**config.mk**
```make
export PLATFORM = sky130hd
export DESIGN_NAME = addsub_arbiter
export DESIGN_NICKNAME = d
export VERILOG_FILES = /design/src/rtl/addsub_arbiter.sv
export SDC_FILE = /design/constraint.sdc
export NUM_CORES = 1
export LEC_CHECK = 0
export CELL_PAD_IN_SITES_DETAIL_PLACEMENT = 0
export CELL_PAD_IN_SITES_GLOBAL_PLACEMENT = 1
export CORE_ASPECT_RATIO = 0.6
export CORE_UTILIZATION = 32
export CTS_CLUSTER_SIZE = 20
export DETAILED_ROUTE_END_ITERATION = 16
export MAX_ROUTING_LAYER = met4
export PLACE_DENSITY_LB_ADDON = 0.08
export SLEW_MARGIN = 20
export SYNTH_ARGS = -nofsm -noshare
export SYNTH_HDL_FRONTEND = slang
export SYNTH_SLANG_ARGS = --single-unit
```
**constraint.sdc**
```tcl
create_clock -name clk -period 4.2 [get_ports clk]
set_input_delay 1.05 -clock clk [delete_from_list [all_inputs] [get_ports clk]]
set_output_delay 1.05 -clock clk [all_outputs]
set_load 0.005 [all_outputs]
```
**src/rtl/addsub_arbiter.sv**
```systemverilog
// addsub_arbiter: round-robin req/ack arbiter sharing one add/sub unit.
// Optional: define SIGNED_OVF_EN to add the res_ovf signed-overflow output.
module addsub_arbiter #(
    parameter int W = 8
) (
    input  logic         clk,
    input  logic         rst,
    input  logic         req0,
    input  logic [W-1:0] a0,
    input  logic [W-1:0] b0,
    input  logic         op0,
    output logic         ack0,
    input  logic         req1,
    input  logic [W-1:0] a1,
    input  logic [W-1:0] b1,
    input  logic         op1,
    output logic         ack1,
    output logic [W-1:0] as_a,
    output logic [W-1:0] as_b,
    output logic         as_s,
    input  logic         as_cob,
    input  logic [W-1:0] as_out,
    output logic [W-1:0] res,
    output logic         res_cob,
    output logic         res_id,
`ifdef SIGNED_OVF_EN
    output logic         res_ovf,
`endif
    output logic         busy
);

    localparam logic [1:0] IDLE = 2'd0;
    localparam logic [1:0] EXEC = 2'd1;
    localparam logic [1:0] DONE = 2'd2;

    logic [1:0] state;
    logic       last;
    logic       gid;
    logic       gnt_v;
    logic       gnt;

    // winner selection: single requester wins, ties go to the one not served last
    always_comb begin
        gnt_v = req0 | req1;
        gnt   = (req0 && req1) ? ~last : req1;
    end

`ifdef SIGNED_OVF_EN
    logic ovf;

    // signed overflow of the latched operands as seen by the shared unit
    always_comb begin
        ovf = ((as_a[W-1] ^ as_b[W-1]) == as_s) &&
              (as_out[W-1] != as_a[W-1]);
    end
`endif

    // FSM: grant in IDLE, settle and capture in EXEC, ack pulse in DONE
    always_ff @(posedge clk or posedge rst) begin
        if (rst) begin
            state   <= IDLE;
            last    <= 1'b1;
            gid     <= 1'b0;
            ack0    <= 1'b0;
            ack1    <= 1'b0;
            as_a    <= '0;
            as_b    <= '0;
            as_s    <= 1'b0;
            res     <= '0;
            res_cob <= 1'b0;
            res_id  <= 1'b0;
            busy    <= 1'b0;
`ifdef SIGNED_OVF_EN
            res_ovf <= 1'b0;
`endif
        end else begin
            unique case (state)
                IDLE: begin
                    ack0 <= 1'b0;
                    ack1 <= 1'b0;
                    if (gnt_v) begin
                        as_a  <= gnt ? a1 : a0;
                        as_b  <= gnt ? b1 : b0;
                        as_s  <= gnt ? op1 : op0;
                        gid   <= gnt;
                        last  <= gnt;
                        busy  <= 1'b1;
                        state <= EXEC;
                    end
                end
                EXEC: begin
                    res     <= as_out;
                    res_cob <= as_cob;
                    res_id  <= gid;
`ifdef SIGNED_OVF_EN
                    res_ovf <= ovf;
`endif
                    ack0    <= ~gid;
                    ack1    <= gid;
                    state   <= DONE;
                end
                DONE: begin
                    ack0  <= 1'b0;
                    ack1  <= 1'b0;
                    busy  <= 1'b0;
                    state <= IDLE;
                end
                default: begin
                    ack0  <= 1'b0;
                    ack1  <= 1'b0;
                    busy  <= 1'b0;
                    state <= IDLE;
                end
            endcase
        end
    end

endmodule

```
==> results.sh, run 1 <==
export IMPL_whs_endpoint="ack0"
export IMPL_htree_num_levels=2
export IMPL_cts_hold_buf=0
export IMPL_worst_pin_slew_ps=883
export IMPL_yosysMostFrequentCell="dfrtp_1"
export IMPL_io_pins=77
export IMPL_synth_edf_count=0
export IMPL_drc_errors=0
export IMPL_wire_per_inst_um=14.0
export IMPL_wl_met1_um=1630
export IMPL_clk_path_buf_depth=2
export IMPL_ir_worst_vdd_mv=0.249
export IMPL_drv_slew=0
export IMPL_synth_seq_cells=34
export IMPL_core_area_sq_um=4300
export IMPL_cp_arrival_ps=2970
export IMPL_num_rows=18
export IMPL_min_period_ps=2800
export IMPL_hp_class="reg -> reg"
export IMPL_cts_buffers=5
export IMPL_setup_viol=0
export IMPL_nets=243
export IMPL_ys_async_sr_fraction=1.00
export IMPL_yosys_warnings=0
export IMPL_dr_pass1_iters=4
export IMPL_powerDensity_nw_per_um2=644
export IMPL_crit_path_start_kind="primary input"
export IMPL_dp_hpwl_um=2720
export IMPL_die_width_um=90.5
export IMPL_min_delay_start="gid"
export IMPL_numPortBuffers=76
export IMPL_fin_tns_setup_ps=0
export IMPL_worstReg2RegEnd="as_b[0]"
export IMPL_postCtsSetupRepairBufs=0
export IMPL_outcome="completed"
export IMPL_synth_cell_area_sq_um=1500
export IMPL_final_util=0.558
export IMPL_fin_crit_sh=0.666
export IMPL_initial_utilization=0.350
export IMPL_die_y_um=55.1
export IMPL_synth_cell_types=19
export IMPL_cts_sinks=34
export IMPL_place_congestion=0.666
export IMPL_clock_fmax_mhz=357
export IMPL_r2r_setup_slack_ps=2180
export IMPL_rsz0062_at_grt="no"
export IMPL_synthTopCellsByCount="dfrtp_1 (33), nand2_1 (27), mux2_2 (25)"
export IMPL_clk_latency_ps=280
export IMPL_cts_tree="built"
export IMPL_antenna_found_initial=0
export IMPL_synth_seq_area_share=0.567
export IMPL_holdPathStages=1
export IMPL_drive_gt1_frac=0.234
export IMPL_netlist_instances=117
export IMPL_grt_max_degree=31
export IMPL_cts_root_buffer="clkbuf_8"
export IMPL_critical_path_class="in -> reg"
export IMPL_dr_wl_met2_um=1650
export IMPL_area_growth_pct=59.7
export IMPL_hold_violations=0
export IMPL_grt_pass1_vias=1138
export IMPL_yosysTopAreaCellShare=0.549
export IMPL_synth_flop_cell="dfrtp_1"
export IMPL_num_vias=1139
export IMPL_antenna_cells=0
export IMPL_cellLeakagePower_nw=1.08
export IMPL_drt_initial_drc_count=17
export IMPL_end_kind="flop"
export IMPL_r2r_start="last"
export IMPL_max_cap_violations=0
export IMPL_yosysTopAreaCell="dfrtp_1"
export IMPL_final_setup_skew_ps=5.67
export IMPL_wl_met3_um=278
export IMPL_viasPerCell=4.43
export IMPL_dieArea_sq_um=4990
export IMPL_grt_overflow=0
export IMPL_reg2reg_depth=3
export IMPL_relSlewSlack=0.412
export IMPL_synth_fp_nets=164
export IMPL_path_max_fanout=18
export IMPL_totalWireLength_um=3610
export IMPL_synthTopCellsByArea="dfrtp_1 (55%), mux2_2 (19%), mux2_4 (9.0%), nand2_1 (6.7%), dfstp_2 (1.7%)"
export IMPL_track_usage=0.160
export IMPL_ant_nets=0
export IMPL_cp_required_ps=4370
export IMPL_top_layer="met4"
export IMPL_avgSynthCellArea_sq_um=12.9
export IMPL_cts_resized=0
export IMPL_grt_pass1_wl_um=5580
export IMPL_cts_clk_slew_worst_paths_ps=60
[state kept, by name, indices dropped and copies added, names as in the netlist]
register  cells
state         2
res           8
gid           1
res_cob       1
as_a          8
ack0          1
as_b          8
as_s          1
last          1
res_id        1
ack1          1
busy          1
[worst max-delay path, cell delays in order]
cell and delay [ps]:
clkdlybuf4s50_1 460, a21bo_1 780, mux2_2 410, mux2_2 260
[metrics by stage]
step / setup WS (ps) / std cells / area [sq um] / total power (W) / hold WS, ps
CTS: 1350 / 257 / 2400 / 0.00157 / 448
floorplan: 2040 / 117 / 1500 / 0.000909 / 418
global route: 1330 / 257 / 2400 / 0.00164 / 470
finish: 1400 / 257 / 2400 / 0.00155 / 445
global placement: 1140 / 249 / 2310 / 0.00128 / 439
detailed placement: 1090 / 249 / 2310 / 0.00132 / 436
[layer usage]
| metal | up-vias | track usage |
|---|---|---|
| met5 | - | - |
| met4 | 0 | 0.0806 |
| met3 | 7 | 0.0628 |
| met2 | 47 | 0.254 |
| met1 | 536 | 0.183 |
| li1 | 549 | - |
[how the worst max path moves through the flow]
stage / endpoint / start / slack [ps]
after floorplan: as_a[0] / req1 / 2040
after global placement: as_b[2] / req1 / 1140
after detailed placement: as_a[6] / req1 / 1090
after CTS: as_b[0] / req1 / 1350
after global routing: as_b[4] / req1 / 1330
final: as_b[0] / req1 / 1400
[cell usage in the layout (no fill, tap or decap), drive strengths merged, types with 2 or more instances in the layout]
| master | netlist | final |
|---|---|---|
| clkbuf | 3 | 7 |
| nor2 | 2 | 2 |
| mux2 | 34 | 34 |
| a21o | 2 | 2 |
| nand2 | 27 | 27 |
| o21ai | 2 | 2 |
| clkdlybuf4s50 | 0 | 76 |
| dfrtp | 33 | 33 |
| buf | 3 | 2 |
| inv | 4 | 4 |
[power by group]
group	total (W)	switching [W]	internal, W	leakage [nW]
Combinational	0.000717	0.000262	0.000455	0.627
Clock	0.000244	0.000112	0.000132	0.0482
Sequential	0.000585	0.0000893	0.000496	0.407
Total	0.00155	0.000463	0.00108	1.08
[cells by family after synthesis]
group,share of synthesized area
muxes,0.277
DFF,0.567
and+or+nand+nor,0.0840
buffers and inverters,0.0416
AOI/OAI and AO/OA,0.0308
[area by class of cell]
cell class / instances / area (sq um)
timing repair buffer: 78 / 776
multi-input combinational: 73 / 593
inverter: 4 / 15.0
clock buffer: 7 / 86.3
sequential: 34 / 852
fill: 367 / 1900
tap: 60 / 75.1
clock inverter: 1 / 5.00
Note: power is estimated with default switching activity, not from simulation.
==> run 2, diff against run 1 <==
Settings changed: CORE_UTILIZATION 32 to 30.
Clock period 4.2 ns to 2.95 ns, I/O delays scaled along.
==> run 2 against run 1 <==
Critical path depth rose by 1. Global-route usage fell by 2.7 points. Register-to-register slack got worse by 940 ps. Sequential cell count did not move. Design area rose by 0.78%. Largest power group unchanged. First-iteration DRC count fell by 41%.
==> results.sh, run 2 (synthesized netlist as in run 1, its figures left out) <==
export IMPL_outcome="completed"
export IMPL_cts_sinks=34
export IMPL_htree_num_levels=2
export IMPL_relSlewSlack=0.683
export IMPL_num_rows=19
export IMPL_wire_per_inst_um=12.7
export IMPL_drv_slew=0
export IMPL_max_cap_violations=0
export IMPL_track_usage=0.134
export IMPL_cts_clk_slew_worst_paths_ps=70
export IMPL_io_pins=77
export IMPL_clk_latency_ps=280
export IMPL_initial_utilization=0.321
export IMPL_fin_crit_sh=0.739
export IMPL_antenna_cells=0
export IMPL_core_area_sq_um=4680
export IMPL_ant_nets=0
export IMPL_powerDensity_nw_per_um2=903
export IMPL_min_delay_start="gid"
export IMPL_min_period_ps=2180
export IMPL_drc_errors=0
export IMPL_r2r_setup_slack_ps=1240
export IMPL_grt_pass1_wl_um=5260
export IMPL_holdPathStages=1
export IMPL_cts_root_buffer="clkbuf_8"
export IMPL_cts_hold_buf=0
export IMPL_final_setup_skew_ps=3.72
export IMPL_final_common_cell="clkdlybuf4s50_1"
export IMPL_postCtsSetupRepairBufs=0
export IMPL_reg_largest_list="as_a x8, as_b x8, res x8"
export IMPL_cp_arrival_ps=2340
export IMPL_clk_path_buf_depth=2
export IMPL_place_congestion=0.684
export IMPL_hold_violations=0
export IMPL_critical_path_class="in -> reg"
export IMPL_worst_pin_slew_ps=475
export IMPL_clock_fmax_mhz=459
export IMPL_fin_tns_setup_ps=0
export IMPL_crit_path_start_kind="primary input"
export IMPL_antenna_found_initial=0
export IMPL_area_growth_pct=61.0
export IMPL_cts_tree="built"
export IMPL_numPortBuffers=76
export IMPL_cts_buffers=5
export IMPL_whs_endpoint="ack0"
export IMPL_cellLeakagePower_nw=1.09
export IMPL_path_max_fanout=17
export IMPL_dieArea_sq_um=5310
export IMPL_grt_max_degree=35
export IMPL_end_kind="flop"
export IMPL_r2r_start="last"
export IMPL_cts_resized=0
export IMPL_worstReg2RegEnd="as_b[3]"
export IMPL_die_width_um=93.4
export IMPL_dr_pass1_iters=3
export IMPL_drive_gt1_frac=0.236
export IMPL_multi_input_area_sq_um=593
export IMPL_cp_required_ps=3110
export IMPL_fill_cells=409
export IMPL_num_vias=1108
export IMPL_ir_worst_vdd_mv=0.302
export IMPL_reg2reg_depth=4
export IMPL_setup_viol=0
export IMPL_hp_class="reg -> reg"
export IMPL_regArea_sq_um=852
export IMPL_die_y_um=56.8
export IMPL_stdcell_area_sq_um=2420
export IMPL_dp_hpwl_um=2500
export IMPL_drt_initial_drc_count=10
export IMPL_rsz0062_at_grt="no"
export IMPL_nets=245
export IMPL_mostFrequentLayoutCells="clkdlybuf4s50_1 (76), dfrtp_1 (33), nand2_1 (27), mux2_2 (25), mux2_4 (9)"
export IMPL_dpl_cell_area_sq_um=2330
export IMPL_viasPerCell=4.23
export IMPL_grt_overflow=0
export IMPL_grt_pass1_vias=1170
export IMPL_totalWireLength_um=3340
## run 2: final cells by class
type	count	area share
inverter	4	0.00620
multi-input combinational	73	0.245
clock buffer	7	0.0357
clock inverter	1	0.00207
tap	63	0.0326
timing repair buffer	80	0.327
sequential	34	0.352
## run 2: how the worst max path moves through the flow
stage	to	slack [ps]	cells after the start	startpoint
floorplan	as_a[0]	1100	5	req1
global placement	as_b[3]	530	5	req1
detailed placement	as_b[5]	490	5	req1
CTS	as_b[3]	780	5	req1
global route	as_b[3]	690	5	req1
finish	as_b[3]	770	5	req1
## run 2: report_power, final
group          leakage, nW  switching, W  internal [W]  total, W
Sequential           0.407      0.000119      0.000706  0.000825
Combinational        0.638      0.000355      0.000658   0.00101
Clock               0.0482      0.000159      0.000188  0.000347
## run 2: through the flow
step	std cells	setup WS [ps]	total power [W]	util	hold WS [ps]
2_1_floorplan	117	1100	0.00129	-	418
3_3_place_gp	254	535	0.00184	0.497	438
3_5_place_dp	254	488	0.00187	0.497	447
4_1_cts	262	785	0.00223	0.517	457
5_1_grt	262	694	0.00235	0.517	504
6_report	262	771	0.00219	0.517	452
## run 2: critical path: stages
cell	delay (ps)
clkdlybuf4s50_1	460
a21bo_1	220
buf_4	280
mux2_2	370
mux2_2	260
## run 2: layer usage
metal  global-route usage  up-vias  share of wire
met4               0.0396        0         0.0051
met2                0.204       44           0.43
met1                0.158      511           0.46
met3               0.0623        2           0.10
met5                    -        -              0
li1                     -      551              -
==> run 3, diff against run 2 <==
Clock period 2.95 ns to 2.1 ns, I/O delays scaled along.
==> run 3 against run 2 <==
Power is 46% higher. Worst hold slack better by 1.6 ps. Clock skew increased by 2.5 ps. Sequential power up 41%. Cell count rose by 2.3%. Combinational power up 48%. Via count up 4.5%. Die area unchanged. Register-to-register slack worse by 780 ps. Routed wire length up 2.5%. Sequential share of layout area is 1.2 points lower. Critical path type unchanged. Highest routed layer unchanged.
==> results.sh, run 3 (synthesized netlist as in run 1, its figures left out) <==
export IMPL_multi_input_area_sq_um=593
export IMPL_drc_errors=0
export IMPL_viasPerCell=4.32
export IMPL_wire_per_inst_um=12.8
export IMPL_drv_slew=0
export IMPL_ir_worst_vdd_mv=0.527
export IMPL_crit_path_start_kind="primary input"
export IMPL_final_setup_skew_ps=6.19
export IMPL_clock_fmax_mhz=542
export IMPL_critical_path_class="in -> reg"
export IMPL_end_kind="flop"
export IMPL_antenna_found_initial=0
export IMPL_final_common_cell="clkdlybuf4s50_1"
export IMPL_core_area_sq_um=4680
export IMPL_setup_viol=0
export IMPL_p_switching_w=0.000897
export IMPL_cts_buffers=5
export IMPL_fill_cells=400
export IMPL_totalWireLength_um=3420
export IMPL_finalHoldWorstSlack_ps=453
export IMPL_relSlewSlack=0.669
export IMPL_reg_largest_list="as_a x8, as_b x8, res x8"
export IMPL_path_delay_family="buffers and inverters"
export IMPL_max_stage_delay_ps=430
export IMPL_cts_tree="built"
export IMPL_drive_gt1_frac=0.263
export IMPL_place_congestion=0.662
export IMPL_cts_sinks=34
export IMPL_cts_root_buffer="clkbuf_8"
export IMPL_nets=251
export IMPL_cts_resized=0
export IMPL_worst_pin_slew_ps=496
export IMPL_grt_max_degree=15
export IMPL_cellLeakagePower_nw=1.14
export IMPL_outcome="completed"
export IMPL_grt_pass1_vias=1257
export IMPL_clk_latency_ps=280
export IMPL_num_vias=1158
export IMPL_cts_clk_slew_worst_paths_ps=70
export IMPL_grt_pass1_wl_um=5640
export IMPL_numPortBuffers=76
export IMPL_hold_violations=0
export IMPL_cp_arrival_ps=2010
export IMPL_regArea_sq_um=852
export IMPL_cp_num_buf_inv=2
export IMPL_htree_num_levels=2
export IMPL_path_max_fanout=6
export IMPL_grt_overflow=0
export IMPL_max_cap_violations=0
export IMPL_slowest_stage="clkdlybuf4s50_1"
export IMPL_antenna_cells=0
export IMPL_num_rows=19
export IMPL_mostFrequentLayoutCells="clkdlybuf4s50_1 (76), dfrtp_1 (33), nand2_1 (27), mux2_2 (25), mux2_4 (9)"
export IMPL_fin_crit_sh=0.879
export IMPL_die_width_um=93.4
export IMPL_internal_power_w=0.00230
export IMPL_postCtsSetupRepairBufs=0
export IMPL_dr_pass1_iters=4
export IMPL_powerDensity_nw_per_um2=1280
export IMPL_drt_initial_drc_count=10
export IMPL_dp_hpwl_um=2690
export IMPL_fin_cells=268
export IMPL_cts_hold_buf=0
export IMPL_track_usage=0.147
export IMPL_cpMostUsedCell="mux2_2"
export IMPL_power_share_sequential=0.361
export IMPL_ant_nets=0
export IMPL_power_frac_clock=0.175
export IMPL_io_pins=77
export IMPL_initial_utilization=0.321
export IMPL_p_sw_frac=0.280
export IMPL_die_y_um=56.8
export IMPL_clk_path_buf_depth=2
export IMPL_min_period_ps=1850
export IMPL_cp_required_ps=2270
export IMPL_p_comb_frac=0.464
export IMPL_dieArea_sq_um=5310
export IMPL_rsz0062_at_grt="no"
export IMPL_fin_tns_setup_ps=0
export IMPL_dp_cells=260
export IMPL_hp_class="reg -> reg"
export IMPL_area_growth_pct=66.9
export IMPL_crit_chain="clkdlybuf4s50_1, a21bo_1, buf_4, mux2_2, mux2_2"
run 3: cell types whose count changed in the layout (fill, tap and decap cells not counted), sizes merged:
| cell | previous run | this run |
|---|---|---|
| clkinv | 1 | 0 |
| clkbuf | 7 | 8 |
| buf | 4 | 10 |
run 3: cell type report:
class                   count  share of cell area
multi-input cells          73               0.236
flip-flops and latches     34               0.339
clock buffers               8              0.0439
repair buffers             86               0.343
well taps                  63              0.0314
inverters                   4             0.00598
run 3: layer usage:
layer	share of wire	wire length, um	track usage
met1	0.44	1510	0.171
met2	0.47	1610	0.242
met3	0.077	264	0.0528
met4	0.0097	33	0.0396
met5	0	0	-
run 3: worst paths after layout:
check                      from  endpoint  slack, ps  cells after the start
min                         gid      ack0        450                      1
max reg2reg                last   as_b[4]        460                      4
max                        req1   as_b[4]        250                      5
max in group asynchronous   rst   as_a[1]       1070                      3
min reg2reg                 gid      ack0        450                      1
min in group asynchronous   rst    res_id        500                      2
run 3: stage by stage:
stage	setup slack (ps)	area, sq um	utilization	power [W]
CTS	257	2510	0.536	0.00325
finish	253	2510	0.536	0.00320
detailed placement	-32.6	2400	0.512	0.00268
floorplan	461	1500	-	0.00182
global route	202	2510	0.536	0.00344
global placement	-0.791	2400	0.512	0.00263
run 3: worst register-to-register path, cell delays in order (launching register included):
cell     delay, ps
dfstp_2        550
a21bo_1        190
buf_4          190
mux2_2         340
mux2_2         260
run 3: power groups by stage:
stage	sequential [W]	combinational (W)	clock, W
floorplan	0.00118	0.000640	0
finish	0.00116	0.00149	0.000559
global route	0.00120	0.00163	0.000608
CTS	0.00116	0.00152	0.000575
global placement	0.00115	0.00148	0
detailed placement	0.00117	0.00151	0
==> RTL change 1 (settings of run 2) <==
The parameter `W` goes from 8 to 12.
--- a/src/rtl/addsub_arbiter.sv
+++ b/src/rtl/addsub_arbiter.sv
@@ -3,3 +3,3 @@
 module addsub_arbiter #(
-    parameter int W = 8
+    parameter int W = 12
 ) (
Ports: changed (8 resized); port bits go from 77 to 109. No check against the original RTL was run, so the function may have changed too.
==> RTL change 1 against run 2 <==
Power grew 43%; non-clock buffer count grew 32; cell count grew 37%; worst hold slack lost 0.0053 ns; largest cell class unchanged; count of clock-buffer cells in the layout shrank 1; routed wire length grew 40%; sequential power grew 35%; final area grew 42%; worst setup slack gained 0.095 ns; sequential cell count grew 12; synthesized area grew 39%; register-to-register slack lost 0.17 ns.
==> RTL change 1: results (changes against run 2) <==
buf_share_pct: 33.5  # was 32.7%
reg2reg_from: "state[1]"  # was last
finClkSkew_ns: 0.00321  # was 0.00372 ns
pin_count_of_the_biggest_net_entering_global_routing: 26  # was 35
worst-slew-pin-transition_ns: 0.645  # was 0.475 ns
critPathArrivalTime_ns: 2.25  # was 2.34 ns
layout.cells.non_filler: 358  # was 262
ir_drop_mv: 0.401  # was 0.302 mV
grt_use_total_pct: 14.1  # was 13.4%
syn_inst: 159  # was 117
synth_seq_area_share_pct: 55.2  # was 56.7%
met1Wirelength_mm: 2.20  # was 1.53 mm
postRouteWirelength_mm: 4.67  # was 3.34 mm
clock_tree.htree_level_count: 2  # unchanged
seq_area_share_pct: 33.6  # was 35.2%
via_count: 1519  # was 1,108
path_max_fanout: 20  # was 17
met3_length_um: 494  # was 339 um
synth-seq-cells: 46  # was 34
finalNetCount: 337  # was 245
dr.pass1.iters: 4  # was 3
first_pass_grt_wire_length_mm: 7.40  # was 5.26 mm
status: "complete, no violations"  # unchanged
clk_root_buf: "sky130_fd_sc_hd__clkbuf_16"  # was sky130_fd_sc_hd__clkbuf_8
synth_area_leaders: "sky130_fd_sc_hd__dfrtp_1 54%, sky130_fd_sc_hd__mux2_2 17%, sky130_fd_sc_hd__mux2_4 14%"  # was sky130_fd_sc_hd__dfrtp_1 55%, sky130_fd_sc_hd__mux2_2 19%, sky130_fd_sc_hd__mux2_4 9.0%
place_congestion: 0.680  # was 0.684
synth.top_cells.by_count: "45 x sky130_fd_sc_hd__dfrtp_1, 39 x sky130_fd_sc_hd__nand2_1, 31 x sky130_fd_sc_hd__mux2_2, 19 x sky130_fd_sc_hd__mux2_4, 4 x sky130_fd_sc_hd__inv_1"  # was 33 x sky130_fd_sc_hd__dfrtp_1, 27 x sky130_fd_sc_hd__nand2_1, 25 x sky130_fd_sc_hd__mux2_2, 9 x sky130_fd_sc_hd__mux2_4, 4 x sky130_fd_sc_hd__inv_1
clkCellAreaFrac_pct: 4.41  # was 3.77%
layout-drive-gt1-share_pct: 24.0  # was 23.6%
num-nonclk-buffers: 112  # was 80
place_hpwl_mm: 3.56  # was 2.50 mm
proportion_of_cell_area_occupied_by_multi_input_gates_pct: 24.9  # was 24.5%
clkLatencyLatePin_ns: 0.28  # about the same
numPlacedInstances: 350  # was 254
fillCellCount: 622  # was 409
p_leak_nw: 1.54  # was 1.09 nW
initialDrtViolationCount: 32  # was 10
timing.critical_path.from: "req0"  # was req1
detailroute.wirelength.met2_mm: 1.92  # was 1.45 mm
syn_nets: 226  # was 164
antenna_found_initial: 0  # unchanged
post_synth_num_cell_types: 21  # was 19
inverters: 4  # unchanged
num-clock-buffers: 6  # was 7
biggest_cell_delay_along_the_critical_path_ns: 0.52  # was 0.46 ns
place.port_buffers: 108  # was 76
multiInputCombCellCount: 101  # was 73
layout_top_registers: "as_a x12, as_b x12, res x12"  # was as_a x8, as_b x8, res x8
-- RTL change 1: cell types whose count changed after synthesis, sizes merged --
| cell | before | now |
|---|---|---|
| dfrtp | 33 | 45 |
| nand2 | 27 | 39 |
| mux2 | 34 | 50 |
| clkbuf | 3 | 2 |
| buf | 3 | 6 |
-- RTL change 1: where the power goes --
group          internal [mW]  switching (mW)  leakage (nW)
Sequential             0.955           0.154         0.550
Combinational          0.947           0.503         0.921
Clock                  0.335           0.229        0.0729
Total                   2.24           0.886          1.54
-- RTL change 1: kinds of logic (layout without fill, tap and decap cells) --
kind of cell	Yosys count	in the layout	synth area share [%]
buffers and inverters	12	124	3.72
AOI/OAI and AO/OA	7	7	2.40
muxes	50	50	30.4
DFF	46	46	55.2
and+or+nand+nor	44	44	8.22
-- RTL change 1: final timing paths --
| path | to | slack [ns] | depth (start not counted) |
|---|---|---|---|
| worst max register to register | res_id | 1.07 | 4 |
| max in group asynchronous | gid | 1.61 | 3 |
| worst min-delay path | ack0 | 0.45 | 1 |
| min in group asynchronous | as_b[9] | 0.83 | 2 |
| worst max-delay path | as_a[2] | 0.87 | 5 |
| worst min register to register | ack0 | 0.45 | 1 |
-- RTL change 1: metal layers --
layer	GRT usage, %	vias to the layer above
met1	17.9	702
met4	4.50	0
li1	-	753
met2	19.8	60
met5	-	-
met3	6.36	4
-- RTL change 1: through the flow --
| stage | setup WS (ns) | hold slack, ns | area, um2 |
|---|---|---|---|
| 6_report | 0.865 | 0.446 | 3430 |
| 5_1_grt | 0.809 | 0.459 | 3430 |
| 4_1_cts | 0.856 | 0.449 | 3430 |
| 3_5_place_dp | 0.560 | 0.447 | 3280 |
| 3_3_place_gp | 0.580 | 0.448 | 3280 |
| 2_1_floorplan | 1.09 | 0.418 | 2090 |
==> RTL change 2 (config.mk and constraints of run 2) <==
Made on the original files. Make the reset (`rst`) synchronous in one clocked block.
--- a/src/rtl/addsub_arbiter.sv
+++ b/src/rtl/addsub_arbiter.sv
@@ -58,3 +58,3 @@
     // FSM: grant in IDLE, settle and capture in EXEC, ack pulse in DONE
-    always_ff @(posedge clk or posedge rst) begin
+    always_ff @(posedge clk) begin
         if (rst) begin
Formal check against the unedited RTL: differs if rst is asserted again (counterexample within 4 cycles, from zero or initial values and one cycle with rst high); with rst held inactive, the same outputs for 10 cycles.
==> RTL change 2 against run 2 <==
Register-to-register slack lost 0.15 ns; routed wire length is 24% higher; worst hold slack improved by 0.0054 ns; final area is 3.2% lower; sequential cell count unchanged; worst setup slack got worse by 0.076 ns; synthesized area shrank 4.4%; critical path depth down 1; critical path type unchanged; critical endpoint is now as_a[1]; largest cell class is now non-clock buffers; highest routed layer unchanged.
Power is not compared: it rests on default switching activity, and its combinational part moved more than twofold at a synthesized area within 25%.
==> RTL change 2: results (changes against run 2) <==
layout_top_registers: "as_a x8, as_b x8, res x8"  # unchanged
syn_inst: 167  # was 117
layout-drive-gt1-share_pct: 10.4  # was 23.6%
synth_area_leaders: "sky130_fd_sc_hd__dfxtp_1 47%, sky130_fd_sc_hd__nand2_1 15%, sky130_fd_sc_hd__a311oi_2 10%"  # was sky130_fd_sc_hd__dfrtp_1 55%, sky130_fd_sc_hd__mux2_2 19%, sky130_fd_sc_hd__mux2_4 9.0%
biggest_cell_delay_along_the_critical_path_ns: 0.70  # was 0.46 ns
r2r_end: "as_a[1]"  # was as_b[3]
timing.critical_path.from: "req0"  # was req1
viasPerCell: 4.72  # was 4.23
worst_r2r_setup_slack_ns: 1.09  # was 1.24 ns
reg2reg_from: "state[1]"  # was last
synth-compound-area-share_pct: 27.7  # was 3.08%
finClkSkew_ns: 0.00877  # was 0.00372 ns
clk_pin_slew_worst_paths_ns: 0.08
grt_pass1_vias: 1483  # was 1,170
place_hpwl_mm: 2.96  # was 2.50 mm
proportion_of_synthesized_area_in_mux_cells_pct: 0  # was 27.7%
hold-worst-slack_ns: 0.457  # was 0.452 ns
via_count: 1431  # was 1,108
synth_flop_cell: "sky130_fd_sc_hd__dfxtp_1"  # was sky130_fd_sc_hd__dfrtp_1
yosys.area.top_type_share_pct: 47.3  # was 54.9%
place_congestion: 0.708  # was 0.684
status: "complete, no violations"  # unchanged
cp_slowest_cell: "sky130_fd_sc_hd__and2_1"  # was sky130_fd_sc_hd__clkdlybuf4s50_1
critPathArrivalTime_ns: 2.36  # was 2.34 ns
postRouteWirelength_mm: 4.13  # was 3.34 mm
path_delay_family: "simple AND/OR/NAND/NOR gates"  # was buffers and inverters
worst-slew-pin-transition_ns: 0.881  # was 0.475 ns
dr.pass1.iters: 4  # was 3
first_pass_grt_wire_length_mm: 6.74  # was 5.26 mm
numPlacedInstances: 295  # was 254
ys_async_sr_fraction_pct: 0  # was 100%
grt_use_total_pct: 17.5  # was 13.4%
pin_count_of_the_biggest_net_entering_global_routing: 24  # was 35
synth_seq_area_share_pct: 47.3  # was 56.7%
## RTL change 2: metrics by stage
step / power (mW) / area (um2) / setup slack, ns
2_1_floorplan: 0.670 / 1440 / 1.31
3_3_place_gp: 0.822 / 2230 / 0.502
3_5_place_dp: 0.830 / 2230 / 0.404
4_1_cts: 1.25 / 2340 / 0.705
5_1_grt: 1.30 / 2340 / 0.629
6_report: 1.23 / 2340 / 0.695
## RTL change 2: power by group through the flow
stage / Sequential [mW] / Clock [mW] / Combinational [mW]
finish: 0.526 / 0.416 / 0.292
detailed placement: 0.536 / 0 / 0.294
global route: 0.532 / 0.452 / 0.317
CTS: 0.526 / 0.427 / 0.296
global placement: 0.534 / 0 / 0.288
floorplan: 0.536 / 0 / 0.133
## RTL change 2: worst min-delay path by stage
stage / from / end / cells after the start
2_1_floorplan: gid / ack0 / 1
3_3_place_gp: res[7] / res[7] / 2
3_5_place_dp: res[0] / res[0] / 2
4_1_cts: res[0] / res[0] / 2
5_1_grt: res[0] / res[0] / 2
6_report: res_id / res_id / 2
## RTL change 2: final cells by class
| type | instances | area (um2) |
|---|---|---|
| clock buffers | 5 | 68.8 |
| multi-input cells | 118 | 672 |
| flip-flops and latches | 34 | 681 |
| fillers | 437 | 2240 |
| well taps | 63 | 78.8 |
| clock inverters | 3 | 40.0 |
| repair buffers | 80 | 803 |
## RTL change 2: kinds of logic after synthesis
group                  Yosys count
and+or+nand+nor                 68
AOI/OAI and AO/OA               50
buffers and inverters           15
DFF                             34
## RTL change 2: layer usage
| metal | GRT usage (%) | vias to the layer above | part of all wire (%) |
|---|---|---|---|
| met4 | 6.58 | 0 | 0.51 |
| met2 | 27.2 | 37 | 47 |
| li1 | - | 719 | - |
| met3 | 5.87 | 2 | 5.9 |
| met5 | - | - | 0 |
| met1 | 21.2 | 673 | 47 |
## RTL change 2: tightest hold or removal path: stages (launching register included)
cell,delay (ns)
sky130_fd_sc_hd__dfxtp_1,0.31
sky130_fd_sc_hd__nand2_1,0.05
sky130_fd_sc_hd__a21oi_1,0.05
